===== src/rtl/mem_pkg.sv =====
// Shared definitions for the two-requester memory port arbiter.
package mem_pkg;
   typedef enum logic [1:0] {
      IDLE  = 2'd0,
      GNT_I = 2'd1,
      GNT_D = 2'd2
   } state_t;

   localparam int WADDR_W = 30;
endpackage


===== src/rtl/sat_counter.sv =====
// Saturating up-counter: holds at all-ones instead of wrapping.
module sat_counter #(
   parameter int W = 16
) (
   input  logic         clk,
   input  logic         reset,
   input  logic         inc,
   output logic [W-1:0] cnt
);
   always_ff @(posedge clk or negedge reset) begin
      if (!reset)             cnt <= '0;
      else if (inc && ~&cnt)  cnt <= cnt + 1'b1;
   end
endmodule


===== src/rtl/mem_arbiter.sv =====
// Arbitrates one single-port memory between instruction fetch and data access.
// Data has priority; the requester owning the current cycle is masked from next-state selection.
module mem_arbiter
   import mem_pkg::*;
#(
   parameter int STALL_CNT_W = 16
) (
   input  logic                   clk,
   input  logic                   reset,
   input  logic                   i_req,
   input  logic [31:0]            i_addr,
   output logic                   i_valid,
   output logic [31:0]            i_rdata,
   input  logic                   d_rreq,
   input  logic                   d_wreq,
   input  logic [31:0]            d_addr,
   input  logic [31:0]            d_wdata,
   input  logic [3:0]             d_wbyte,
   output logic                   d_valid,
   output logic [31:0]            d_rdata,
   output logic                   mem_read_ready,
   output logic                   mem_write_ready,
   output logic [WADDR_W-1:0]     mem_address,
   output logic [31:0]            mem_write_data,
   output logic [3:0]             mem_write_byte,
   input  logic [31:0]            mem_read_data,
   output logic [STALL_CNT_W-1:0] conflict_cnt,
   output logic                   err
);
   state_t state, state_nxt;
   logic   i_pend, d_pend, conflict;
   logic   unused_addr_lsb;

   assign unused_addr_lsb = ^{i_addr[1:0], d_addr[1:0]};

   // The granted side's request still describes its in-flight access, so it is masked.
   always_comb begin
      i_pend   = i_req && (state != GNT_I);
      d_pend   = (d_rreq || d_wreq) && (state != GNT_D);
      conflict = i_pend && d_pend;
      state_nxt = IDLE;
      if (d_pend)      state_nxt = GNT_D;
      else if (i_pend) state_nxt = GNT_I;
   end

   always_comb begin
      mem_read_ready  = 1'b0;
      mem_write_ready = 1'b0;
      mem_address     = '0;
      mem_write_data  = '0;
      mem_write_byte  = '0;
      case (state)
         GNT_I: begin
            mem_read_ready = 1'b1;
            mem_address    = i_addr[31:2];
         end
         GNT_D: begin
            mem_address     = d_addr[31:2];
            mem_write_ready = d_wreq;
            mem_read_ready  = d_rreq && !d_wreq;
            mem_write_byte  = d_wreq ? d_wbyte : 4'b0000;
            mem_write_data  = d_wdata;
         end
         default: ;
      endcase
   end

   always_ff @(posedge clk or negedge reset) begin
      if (!reset) begin
         state   <= IDLE;
         i_valid <= 1'b0;
         d_valid <= 1'b0;
         err     <= 1'b0;
      end else begin
         state   <= state_nxt;
         i_valid <= (state == GNT_I);
         d_valid <= (state == GNT_D);
         if (d_rreq && d_wreq) err <= 1'b1;
      end
   end

   assign i_rdata = mem_read_data;
   assign d_rdata = mem_read_data;

   sat_counter #(.W(STALL_CNT_W)) u_conflict_cnt (
      .clk   (clk),
      .reset (reset),
      .inc   (conflict),
      .cnt   (conflict_cnt)
   );
endmodule

===== config.mk =====
export PLATFORM = sky130hd
export DESIGN_NAME = mem_arbiter
export DESIGN_NICKNAME = d
export VERILOG_FILES = /design/src/rtl/mem_pkg.sv /design/src/rtl/sat_counter.sv /design/src/rtl/mem_arbiter.sv
export SDC_FILE = /design/constraint.sdc
export NUM_CORES = 1
export LEC_CHECK = 0
export ABC_AREA = 1
export ABC_CLOCK_PERIOD_IN_PS = 1400
export BUFFER_PORTS_ARGS = -buffer_cell sky130_fd_sc_hd__buf_2
export CAP_MARGIN = 25
export CELL_PAD_IN_SITES_DETAIL_PLACEMENT = 1
export CELL_PAD_IN_SITES_GLOBAL_PLACEMENT = 2
export CORE_MARGIN = 2
export CORE_UTILIZATION = 13
export CTS_CLUSTER_SIZE = 12
export DETAILED_ROUTE_END_ITERATION = 7
export HOLD_SLACK_MARGIN = 0.03
export PLACE_DENSITY = 0.81
export SLEW_MARGIN = 20
export SYNTH_ARGS = -nofsm -noshare
export SYNTH_HDL_FRONTEND = slang
export SYNTH_SLANG_ARGS = --single-unit

===== constraint.sdc =====
create_clock -name clk -period 1.4 [get_ports clk]
set_input_delay 0.14 -clock clk [delete_from_list [all_inputs] [get_ports clk]]
set_output_delay 0.14 -clock clk [all_outputs]
set_load 0.005 [all_outputs]

==> results of run 1 <==
==> flip-flops by register name, indices dropped and copies added, names as in the netlist <==
signal	cells
err	1
u_conflict_cnt.cnt	16
i_valid	1
d_valid	1
state	2
==> layout make-up <==
type	count	area [sq um]	share of cell area
Multi-Input combinational cell	256	1510	0.351
Sequential cell	21	526	0.122
Clock buffer	4	78.8	0.0184
Inverter	55	206	0.0481
Tap cell	260	325	0.0758
Timing Repair Buffer	242	1650	0.385
==> worst max-delay path by stage <==
stage	start	end	slack (ns)	cells past startpoint
6_report	state[1]	mem_address[14]	-0.27	8
3_5_place_dp	state[0]	u_conflict_cnt.cnt[4]	-0.13	8
5_1_grt	state[1]	mem_address[14]	-0.33	8
4_1_cts	state[0]	mem_address[14]	-0.23	6
2_1_floorplan	state[1]	u_conflict_cnt.cnt[11]	-0.06	9
3_3_place_gp	state[0]	u_conflict_cnt.cnt[4]	-0.09	8
==> repair_timing <==
item	in CTS	in global routing
buffers inserted	6	1
hold buffers	1	0
endpoints found under the setup margin	84	84
pin swaps	7	7
gates cloned	3	5
hold endpoints to repair	21	0
resized for setup	37	60
==> placed cells by master, fill, tap and decap left out, types with 2 or more instances in the layout <==
cell / synthesis / final
nor2_4: 2 / 2
o21ai_1: 0 / 2
nand4_1: 6 / 6
nand2_1: 147 / 123
nor2_1: 23 / 23
a21oi_2: 0 / 17
nand3_2: 1 / 2
inv_1: 53 / 44
a21oi_1: 31 / 12
nand2_4: 1 / 16
nand2_2: 10 / 19
xnor2_1: 3 / 3
buf_6: 0 / 13
xor2_1: 2 / 2
inv_2: 2 / 11
clkbuf_16: 0 / 7
ha_4: 0 / 4
o21ai_2: 6 / 9
buf_12: 1 / 10
buf_2: 1 / 182
dfrtp_1: 21 / 21
nand3_1: 9 / 8
buf_4: 65 / 30
a21oi_4: 0 / 2
==> power groups by stage <==
stage	registers (uW)	clock network [uW]	logic (uW)
floorplan	899	0	1030
global placement	874	0	2040
detailed placement	882	0	2070
CTS	875	658	2380
global route	885	686	2990
finish	871	629	2720
==> cell families (layout without fill, tap and decap cells) <==
logic type               count (synthesis)  in the layout  share of synthesized area
AND/OR/NAND/NOR                        203            203                      0.350
buffers and inverters                  134            301                      0.305
AO/OA/AOI/OAI                           44             44                     0.0983
flip-flops                              21             21                      0.210
XOR/XNOR                                 5              5                     0.0175
adder cells (fa/ha/maj)                  4              4                     0.0200
==> worst reg2reg max path, cell delays in order, from the launching register on <==
cell and delay, ns:
dfrtp_1 0.40, buf_6 0.14, ha_4 0.21, buf_6 0.13
nor3_4 0.17, inv_2 0.09, nor2_8 0.12, buf_12 0.15
nand2_1 0.05, o21ai_1 0.07
==> routing by layer <==
metal	vias up	global-route usage	wire [microns]
met5	-	0	0
met4	0	0.0245	128
met3	19	0.0164	574
met2	90	0.175	5920
met1	1401	0.118	4730
li1	1515	-	-
==> stage by stage <==
stage | setup slack, ns | power (uW) | cell area, sq um | setup TNS, ns | hold slack (ns)
after floorplan | -0.0576 | 1930 | 2540 | -0.501 | -0.156
after global placement | -0.0891 | 2910 | 3650 | -0.877 | 0.156
after detailed placement | -0.130 | 2950 | 3650 | -1.58 | 0.162
after CTS | -0.234 | 3910 | 3990 | -15.37 | 0.141
after global routing | -0.331 | 4560 | 4290 | -21.64 | 0.148
final | -0.267 | 4220 | 4290 | -14.90 | 0.146
==> qor.yml, run 1 <==
synth_edf_count: 0
cts_buffers: 3
pwr-share-clk: 0.149
place_congestion: 0.775
crit_family: "buffers and inverters"
via_per_inst: 3.61
maxSlewViolCount: 0
die-area_sq_um: 20400
yosysMostFrequentCell: "nand2_1"
yosysTopAreaCellShare: 0.220
cpMaxStageDelayCell: "dfrtp_1"
syn-num-nets: 552
antenna_found_initial: 0
grt_pass1_wl_microns: 15600
ant_nets: 0
cts.sinks: 21
fin_crit_ns: 1.67
reg2reg_setup_slack_ns: -0.20
path_clk_slew_ns: 0.06
ir_drop_mv: 0.361
synthFlopType: "dfrtp_1"
core_area_sq_um: 18800
max-slew-margin-rel: 0.631
tightestPinTransition_ns: 0.554
drt-initial-drc-count: 114
cts-root-buf: "clkbuf_16"
synth_commonest_cells: "nand2_1 (147), buf_4 (65), inv_1 (53)"
dpl.hpwl_microns: 8330
ys_async_sr_fraction: 1.00
clk_path_buf_depth: 2
rsz0062_at_grt: "true"
worstHoldEndpoint: "err"
nets: 720
grt_max_degree: 31
synth_cell_types: 27
syn2layout_area_growth_pct: 71.3
yosysTopAreaCell: "nand2_1"
num_vias: 3025
hold_depth: 2
synth-seq-cells: 21
synthTopCellsByArea: "nand2_1 (22%), dfrtp_1 (21%), buf_4 (19%)"
critical_path.cell_chain: "inv_2 -> ha_4 -> buf_12 -> buf_6 -> buf_6 -> nand2_4 -> a21oi_2 -> buf_2"
final_cells: 838
final_util: 0.228
p_switching_uw: 1720
postRouteWirelength_microns: 11400
drt_pre_antenna_iters: 4
drive_gt1_frac: 0.571
die_w_microns: 143
num_rows: 50
crit_arrival_ns: 1.53
syn_area_sq_um: 2510
r2r-start: "state[1]"
fill_cells: 2393
leakagePower_uw: 0.00240
crit_path_max_fanout: 5
port_buffers: 187
p_int_uw: 2490
worstSkewPairLatency_ns: 0.26
synthCells: 411
p_comb_frac: 0.644
setup_viol: 84
drc: 0
cts_tree: "yes"
start_util: 0.133
crit_top_cell: "buf_6"
hold_class: "primary input to flip-flop"
worst_setup_path_start_kind: "flip-flop"
power.density_nw_per_um2: 982
drt-wirelength-per-cell_microns: 13.5
layout_setup_ws_ns: -0.267
first_global_vias: 3010
synthesis.area_per_instance_sq_um: 6.10
maxCapViolCount: 0
p_seq_frac: 0.207
cts-htree-levels: 1
fmax_mhz: 600
grt-ovfl-total: 0
grt_usage: 0.0967
critPathKind: "flip-flop to primary output"
min_from: "d_rreq"
io_pins: 288
worst-path-buf-inv: 5
violations: "negative setup slack"
num_antenna_cells: 0
placedCellCount: 820
ys_seq_area_frac: 0.210
status: "complete, but fails checks"
rr_endpoint: "u_conflict_cnt.cnt[4]"
skew_ns: 0.00354
yosysWarnings: 0
min_period_over_period: 1.19
die_h_microns: 143
p_sw_frac: 0.409
slowest_delay_ns: 0.40
cp-end-kind: "primary output"
worstPathRequired_ns: 1.26
hold_viol_final: 0
worst_r2r_path_depth: 9
(Power assumes the default switching activity.)
==> inputs of run 2 (changes only) <==
--- a/config.mk
+++ b/config.mk
@@ -16,8 +16,9 @@
 export CTS_CLUSTER_SIZE = 12
 export DETAILED_ROUTE_END_ITERATION = 7
 export HOLD_SLACK_MARGIN = 0.03
-export PLACE_DENSITY = 0.81
+export PLACE_DENSITY = 0.79
 export SLEW_MARGIN = 20
 export SYNTH_ARGS = -nofsm -noshare
 export SYNTH_HDL_FRONTEND = slang
+export SYNTH_HIERARCHICAL = 1
 export SYNTH_SLANG_ARGS = --single-unit
==> qor.yml, run 2 <==
maxSlewViolCount: 0  # unchanged
ant_nets: 0  # unchanged
setup_viol: 86  # was 84
drc: 0  # unchanged
clk_path_buf_depth: 2  # unchanged
cts.sinks: 21  # unchanged
start_util: 0.133  # about the same
worstSkewPairLatency_ns: 0.27  # was 0.26 ns
syn2layout_area_growth_pct: 71.6  # was 71.3%
synthesis.area_per_instance_sq_um: 6.21  # was 6.10 sq um
num_vias: 3167  # was 3,025
synthCells: 420  # was 411
skew_ns: 0.00884  # was 0.00354 ns
die-area_sq_um: 21200  # was 20,400 sq um
postRouteWirelength_microns: 12900  # was 11,400 microns
synth_cell_types: 24  # was 27
cts-htree-levels: 1  # unchanged
top_regs: "u_conflict_cnt/cnt x16, state x2"  # was u_conflict_cnt.cnt x16, state x2
tightestPinTransition_ns: 0.550  # was 0.554 ns
synth_commonest_cells: "nand2_1 (166), buf_4 (69), inv_1 (56)"  # was nand2_1 (147), buf_4 (65), inv_1 (53)
cp-end-kind: "flip-flop"  # was primary output
worstPathRequired_ns: 1.55  # was 1.26 ns
ys_seq_area_frac: 0.202  # was 0.210
power.density_nw_per_um2: 939  # was 982 nW/um^2
worst_setup_path_start_kind: "flip-flop"  # unchanged
yosysWarnings: 6  # was 0
hold_class: "primary input to flip-flop"  # unchanged
violations: "negative setup slack"  # unchanged
grt_pass1_wl_microns: 17700  # was 15,600 microns
whs_ns: 0.174  # was 0.146 ns
cts_tree: "yes"  # unchanged
status: "complete, but fails checks"  # unchanged
synthFlopType: "dfrtp_1"  # unchanged
hold_viol_final: 0  # unchanged
grt-ovfl-total: 0  # unchanged
synthTopCellsByArea: "nand2_1 (24%), dfrtp_1 (20%), buf_4 (20%)"  # was nand2_1 (22%), dfrtp_1 (21%), buf_4 (19%)
fin_crit_ns: 1.70  # was 1.67 ns
maxCapViolCount: 0  # unchanged
rsz0062_at_grt: "true"  # unchanged
largest_reg_flops: 16  # unchanged
num_rows: 51  # was 50
die_h_microns: 146  # was 143 microns
grt_usage: 0.106  # was 0.0967
core_area_sq_um: 19600  # was 18,800 sq um
io_pins: 288  # unchanged
fill_cells: 2467  # was 2,393
fmax_mhz: 587  # was 600 MHz
yosysTopAreaCellShare: 0.239  # was 0.220
multi_input_area_sq_um: 1580  # was 1510 sq um
drt_pre_antenna_iters: 4  # unchanged
path_clk_slew_ns: 0.06  # about the same
ir_drop_mv: 0.518  # was 0.361 mV
cts_buffers: 3  # unchanged
syn_area_sq_um: 2610  # was 2510 sq um
layout_commonest_cell: "buf_2"  # unchanged
yosysTopAreaCell: "nand2_1"  # unchanged
num_antenna_cells: 0  # unchanged
placedCellCount: 829  # was 820
final_util: 0.228  # about the same
final_cells: 857  # was 838
syn-num-nets: 561  # was 552
drt-wirelength-per-cell_microns: 15.0  # was 13.5 microns
yosysMostFrequentCell: "nand2_1"  # unchanged
synth_edf_count: 0  # unchanged
dpl.hpwl_microns: 9530  # was 8330 microns
crit_arrival_ns: 1.86  # was 1.53 ns
max-slew-margin-rel: 0.634  # was 0.631
layout_common_cells: "buf_2 (178), nand2_1 (143), inv_1 (43)"  # was buf_2 (182), nand2_1 (123), inv_1 (44)
via_per_inst: 3.70  # was 3.61
place_congestion: 0.747  # was 0.775
drive_gt1_frac: 0.581  # was 0.571
leakagePower_uw: 0.00247  # was 0.00240 uW
top_register: "u_conflict_cnt/cnt"  # was u_conflict_cnt.cnt
cts-root-buf: "clkbuf_16"  # unchanged
ys_async_sr_fraction: 1.00  # unchanged
nets: 734  # was 720
antenna_found_initial: 1  # was 0
first_global_vias: 3033  # was 3,010
port_buffers: 187  # unchanged
layout_setup_ws_ns: -0.304  # was -0.267 ns
die_w_microns: 146  # was 143 microns
min_period_over_period: 1.22  # was 1.19
fin_setup_tns_ns: -20.31  # was -14.90 ns
grt_max_degree: 36  # was 31
regArea_sq_um: 526  # unchanged
critPathKind: "flip-flop to flip-flop"  # was flip-flop to primary output
crit_path_max_fanout: 4  # was 5
drt-initial-drc-count: 72  # was 114
synth-seq-cells: 21  # unchanged
==> run 2: what timing repair did <==
| item | in CTS | in global routing |
|---|---|---|
| gates cloned | 2 | 11 |
| resized for setup | 45 | 58 |
| pin swaps | 18 | 22 |
| endpoints found under the setup margin | 85 | 84 |
| hold endpoints to repair | 21 | 0 |
| setup buffers | 4 | 8 |
| hold buffers | 1 | 0 |
==> run 2: worst paths after layout <==
| check | cells past startpoint | slack, ns | startpoint | end |
|---|---|---|---|---|
| setup reg to reg | 12 | -0.30 | state[1] | u_conflict_cnt/cnt[8] |
| max in group asynchronous | 2 | 0.65 | reset | err |
| min in group asynchronous | 2 | 0.38 | reset | u_conflict_cnt/cnt[0] |
| hold / removal | 3 | 0.17 | i_req | state[0] |
| setup / recovery | 12 | -0.30 | state[1] | u_conflict_cnt/cnt[8] |
| hold reg to reg | 1 | 0.46 | err | err |
==> run 2: metal layers <==
layer / wire (microns) / GRT usage
met5: 0 / 0
met4: 260 / 0.0206
met3: 844 / 0.0354
met2: 6390 / 0.188
met1: 5380 / 0.124
==> run 2: cell type report <==
cell class	count	area share
timing repair buffer	246	0.388
clock inverter	1	0.00168
inverter	58	0.0492
clock buffer	3	0.0168
sequential	21	0.117
multi-input combinational	263	0.352
tap	265	0.0741
==> run 2: logic make-up after synthesis <==
logic type,after synthesis,synth area share
AO/OA/AOI/OAI,35,0.110
adder cells (fa/ha/maj),4,0.0192
XOR/XNOR,3,0.0101
flip-flops,21,0.202
AND/OR/NAND/NOR,220,0.348
buffers and inverters,137,0.311
==> run 2: power breakdown <==
part | total, uW | internal, uW | switching, uW
clock network | 668 | 389 | 279
logic | 2790 | 1430 | 1360
registers | 743 | 686 | 57.1
total | 4200 | 2500 | 1700
==> run 2: critical path, stage by stage, from the launching register on <==
cell,delay [ns]
dfrtp_1,0.40
buf_6,0.14
ha_4,0.17
nor3_4,0.18
buf_4,0.14
buf_6,0.10
inv_4,0.04
nor2_4,0.09
inv_2,0.06
nor2_2,0.10
nand2_1,0.06
nand2_1,0.05
nand2_1,0.05
==> run 2: metrics by stage <==
step                      instance area (sq um)  worst slack, ns  total power [uW]
after detailed placement                   3630           -0.307              2560
final                                      4470           -0.304              4200
after global placement                     3630           -0.270              2550
after global routing                       4470           -0.410              4520
after CTS                                  3960           -0.280              3570
after floorplan                            2650           -0.255              1830
==> inputs of run 3 (changes only) <==
--- a/config.mk
+++ b/config.mk
@@ -16,9 +16,9 @@
 export CTS_CLUSTER_SIZE = 12
 export DETAILED_ROUTE_END_ITERATION = 7
 export HOLD_SLACK_MARGIN = 0.03
-export PLACE_DENSITY = 0.79
+export PLACE_DENSITY = 0.81
+export SETUP_SLACK_MARGIN = 0.3
 export SLEW_MARGIN = 20
 export SYNTH_ARGS = -nofsm -noshare
 export SYNTH_HDL_FRONTEND = slang
-export SYNTH_HIERARCHICAL = 1
 export SYNTH_SLANG_ARGS = --single-unit
==> qor.yml, run 3 (synthesis gave the netlist of run 1 again) <==
cts-htree-levels: 1  # unchanged
hold_viol_final: 0  # unchanged
final_area_sq_um: 5220  # was 4470 sq um
cts-root-buf: "clkbuf_16"  # unchanged
min_period_over_period: 1.20  # was 1.22
max-slew-margin-rel: 0.621  # was 0.634
grt_max_degree: 22  # was 36
fin_crit_ns: 1.69  # was 1.70 ns
worstPathRequired_ns: 1.26  # was 1.55 ns
setup_viol: 84  # was 86
pre_cts_ws_ns: -0.157  # was -0.307 ns
final_util: 0.277  # was 0.228
grt_pass1_wl_microns: 18500  # was 17,700 microns
cts_tree: "yes"  # unchanged
tightestPinTransition_ns: 0.569  # was 0.550 ns
num_rows: 50  # was 51
path_clk_slew_ns: 0.06  # about the same
dpl.hpwl_microns: 9820  # was 9530 microns
place_congestion: 0.742  # was 0.747
top_register: "u_conflict_cnt.cnt"  # was u_conflict_cnt/cnt
rsz0062_at_grt: "true"  # unchanged
antenna_found_initial: 1  # unchanged
num_vias: 3188  # was 3,167
largest_reg_flops: 16  # unchanged
crit_path_max_fanout: 7  # was 4
placed_area_sq_um: 3700  # was 3630 sq um
syn2layout_area_growth_pct: 108  # was 71.6%
skew_ns: 0.0103  # was 0.00884 ns
drive_gt1_frac: 0.728  # was 0.581
cp-end-kind: "primary output"  # was flip-flop
die_h_microns: 143  # was 146 microns
drt_pre_antenna_iters: 4  # unchanged
via_per_inst: 3.71  # was 3.70
clk_path_buf_depth: 2  # unchanged
layout_setup_ws_ns: -0.286  # was -0.304 ns
maxCapViolCount: 0  # unchanged
core_area_sq_um: 18800  # was 19,600 sq um
port_buffers: 187  # unchanged
die_w_microns: 143  # was 146 microns
layout_common_cells: "buf_2 (152), nand2_1 (80), buf_6 (62)"  # was buf_2 (178), nand2_1 (143), inv_1 (43)
worst_setup_path_start_kind: "flip-flop"  # unchanged
worst_r2r_path_depth: 11  # was 12
grt-ovfl-total: 0  # unchanged
hold_depth: 2  # was 3
drt-wirelength-per-cell_microns: 15.2  # was 15.0 microns
postRouteWirelength_microns: 13100  # was 12,900 microns
fmax_mhz: 593  # was 587 MHz
cts.sinks: 21  # unchanged
drt-initial-drc-count: 69  # was 72
io_pins: 288  # unchanged
ir_drop_mv: 0.692  # was 0.518 mV
ant_nets: 0  # unchanged
top_regs: "u_conflict_cnt.cnt x16, state x2"  # was u_conflict_cnt/cnt x16, state x2
nets: 741  # was 734
fill_cells: 2259  # was 2,467
power.density_nw_per_um2: 1020  # was 939 nW/um^2
worstSkewPairLatency_ns: 0.27  # about the same
start_util: 0.133  # about the same
cts_buffers: 3  # unchanged
hold_class: "primary input to flip-flop"  # unchanged
maxSlewViolCount: 0  # unchanged
crit_arrival_ns: 1.55  # was 1.86 ns
grt_usage: 0.119  # was 0.106
critPathKind: "flip-flop to primary output"  # was flip-flop to flip-flop
whs_ns: 0.170  # was 0.174 ns
status: "complete, but fails checks"  # unchanged
violations: "negative setup slack"  # unchanged
first_global_vias: 3259  # was 3,033
die-area_sq_um: 20400  # was 21,200 sq um
drc: 0  # unchanged
leakagePower_uw: 0.00277  # was 0.00247 uW
layout_commonest_cell: "buf_2"  # unchanged
-- run 3: final timing paths --
kind                                              end     start  slack (ns)
worst max-delay path                  mem_address[29]  state[1]       -0.29
worst min-delay path                              err    d_rreq        0.17
worst max register to register  u_conflict_cnt.cnt[4]  state[1]       -0.24
worst min register to register                    err       err        0.47
max in group asynchronous                    state[1]     reset        0.57
min in group asynchronous       u_conflict_cnt.cnt[3]     reset        0.41
-- run 3: cell type report --
class | count | area, sq um | area share
Antenna cell | 1 | 2.50 | 0.000479
Tap cell | 260 | 325 | 0.0623
Inverter | 55 | 209 | 0.0400
Clock inverter | 1 | 7.51 | 0.00144
Sequential cell | 21 | 529 | 0.101
Clock buffer | 3 | 75.1 | 0.0144
Timing Repair Buffer | 263 | 2200 | 0.421
Multi-Input combinational cell | 256 | 1870 | 0.359
-- run 3: through the flow --
stage	power [uW]	TNS [ns]	instances
after global placement	3060	-3.82	826
after global routing	5680	-25.36	859
after detailed placement	3090	-5.44	826
after CTS	4850	-20.66	851
after floorplan	2030	-0.495	411
final	5310	-19.38	860
-- run 3: worst max-delay path, stage by stage (launching register included) --
cell and delay [ns]:
dfrtp_2 0.43, buf_6 0.12, ha_4 0.22, buf_12 0.15, buf_4 0.15, a21oi_2 0.09, buf_2 0.12
-- run 3: where the power goes --
| group | total [uW] | internal (uW) | switching, uW |
|---|---|---|---|
| Combinational | 3770 | 2030 | 1740 |
| Clock | 666 | 389 | 277 |
| Sequential | 875 | 733 | 142 |
-- run 3: timing repair --
item / CTS / global route
hold buffers: 1 / 0
endpoints found under the hold margin: 21 / 0
setup buffers: 13 / 5
pin swaps: 10 / 18
gates cloned: 7 / 3
gates resized for setup: 153 / 120
endpoints found under the setup margin: 94 / 102
-- run 3: routing by layer --
metal | track usage | up-vias | share of wire
met5 | 0 | - | 0
met4 | 0.0208 | 0 | 0.016
met3 | 0.0382 | 22 | 0.070
met2 | 0.203 | 129 | 0.49
met1 | 0.149 | 1477 | 0.42
li1 | - | 1560 | -
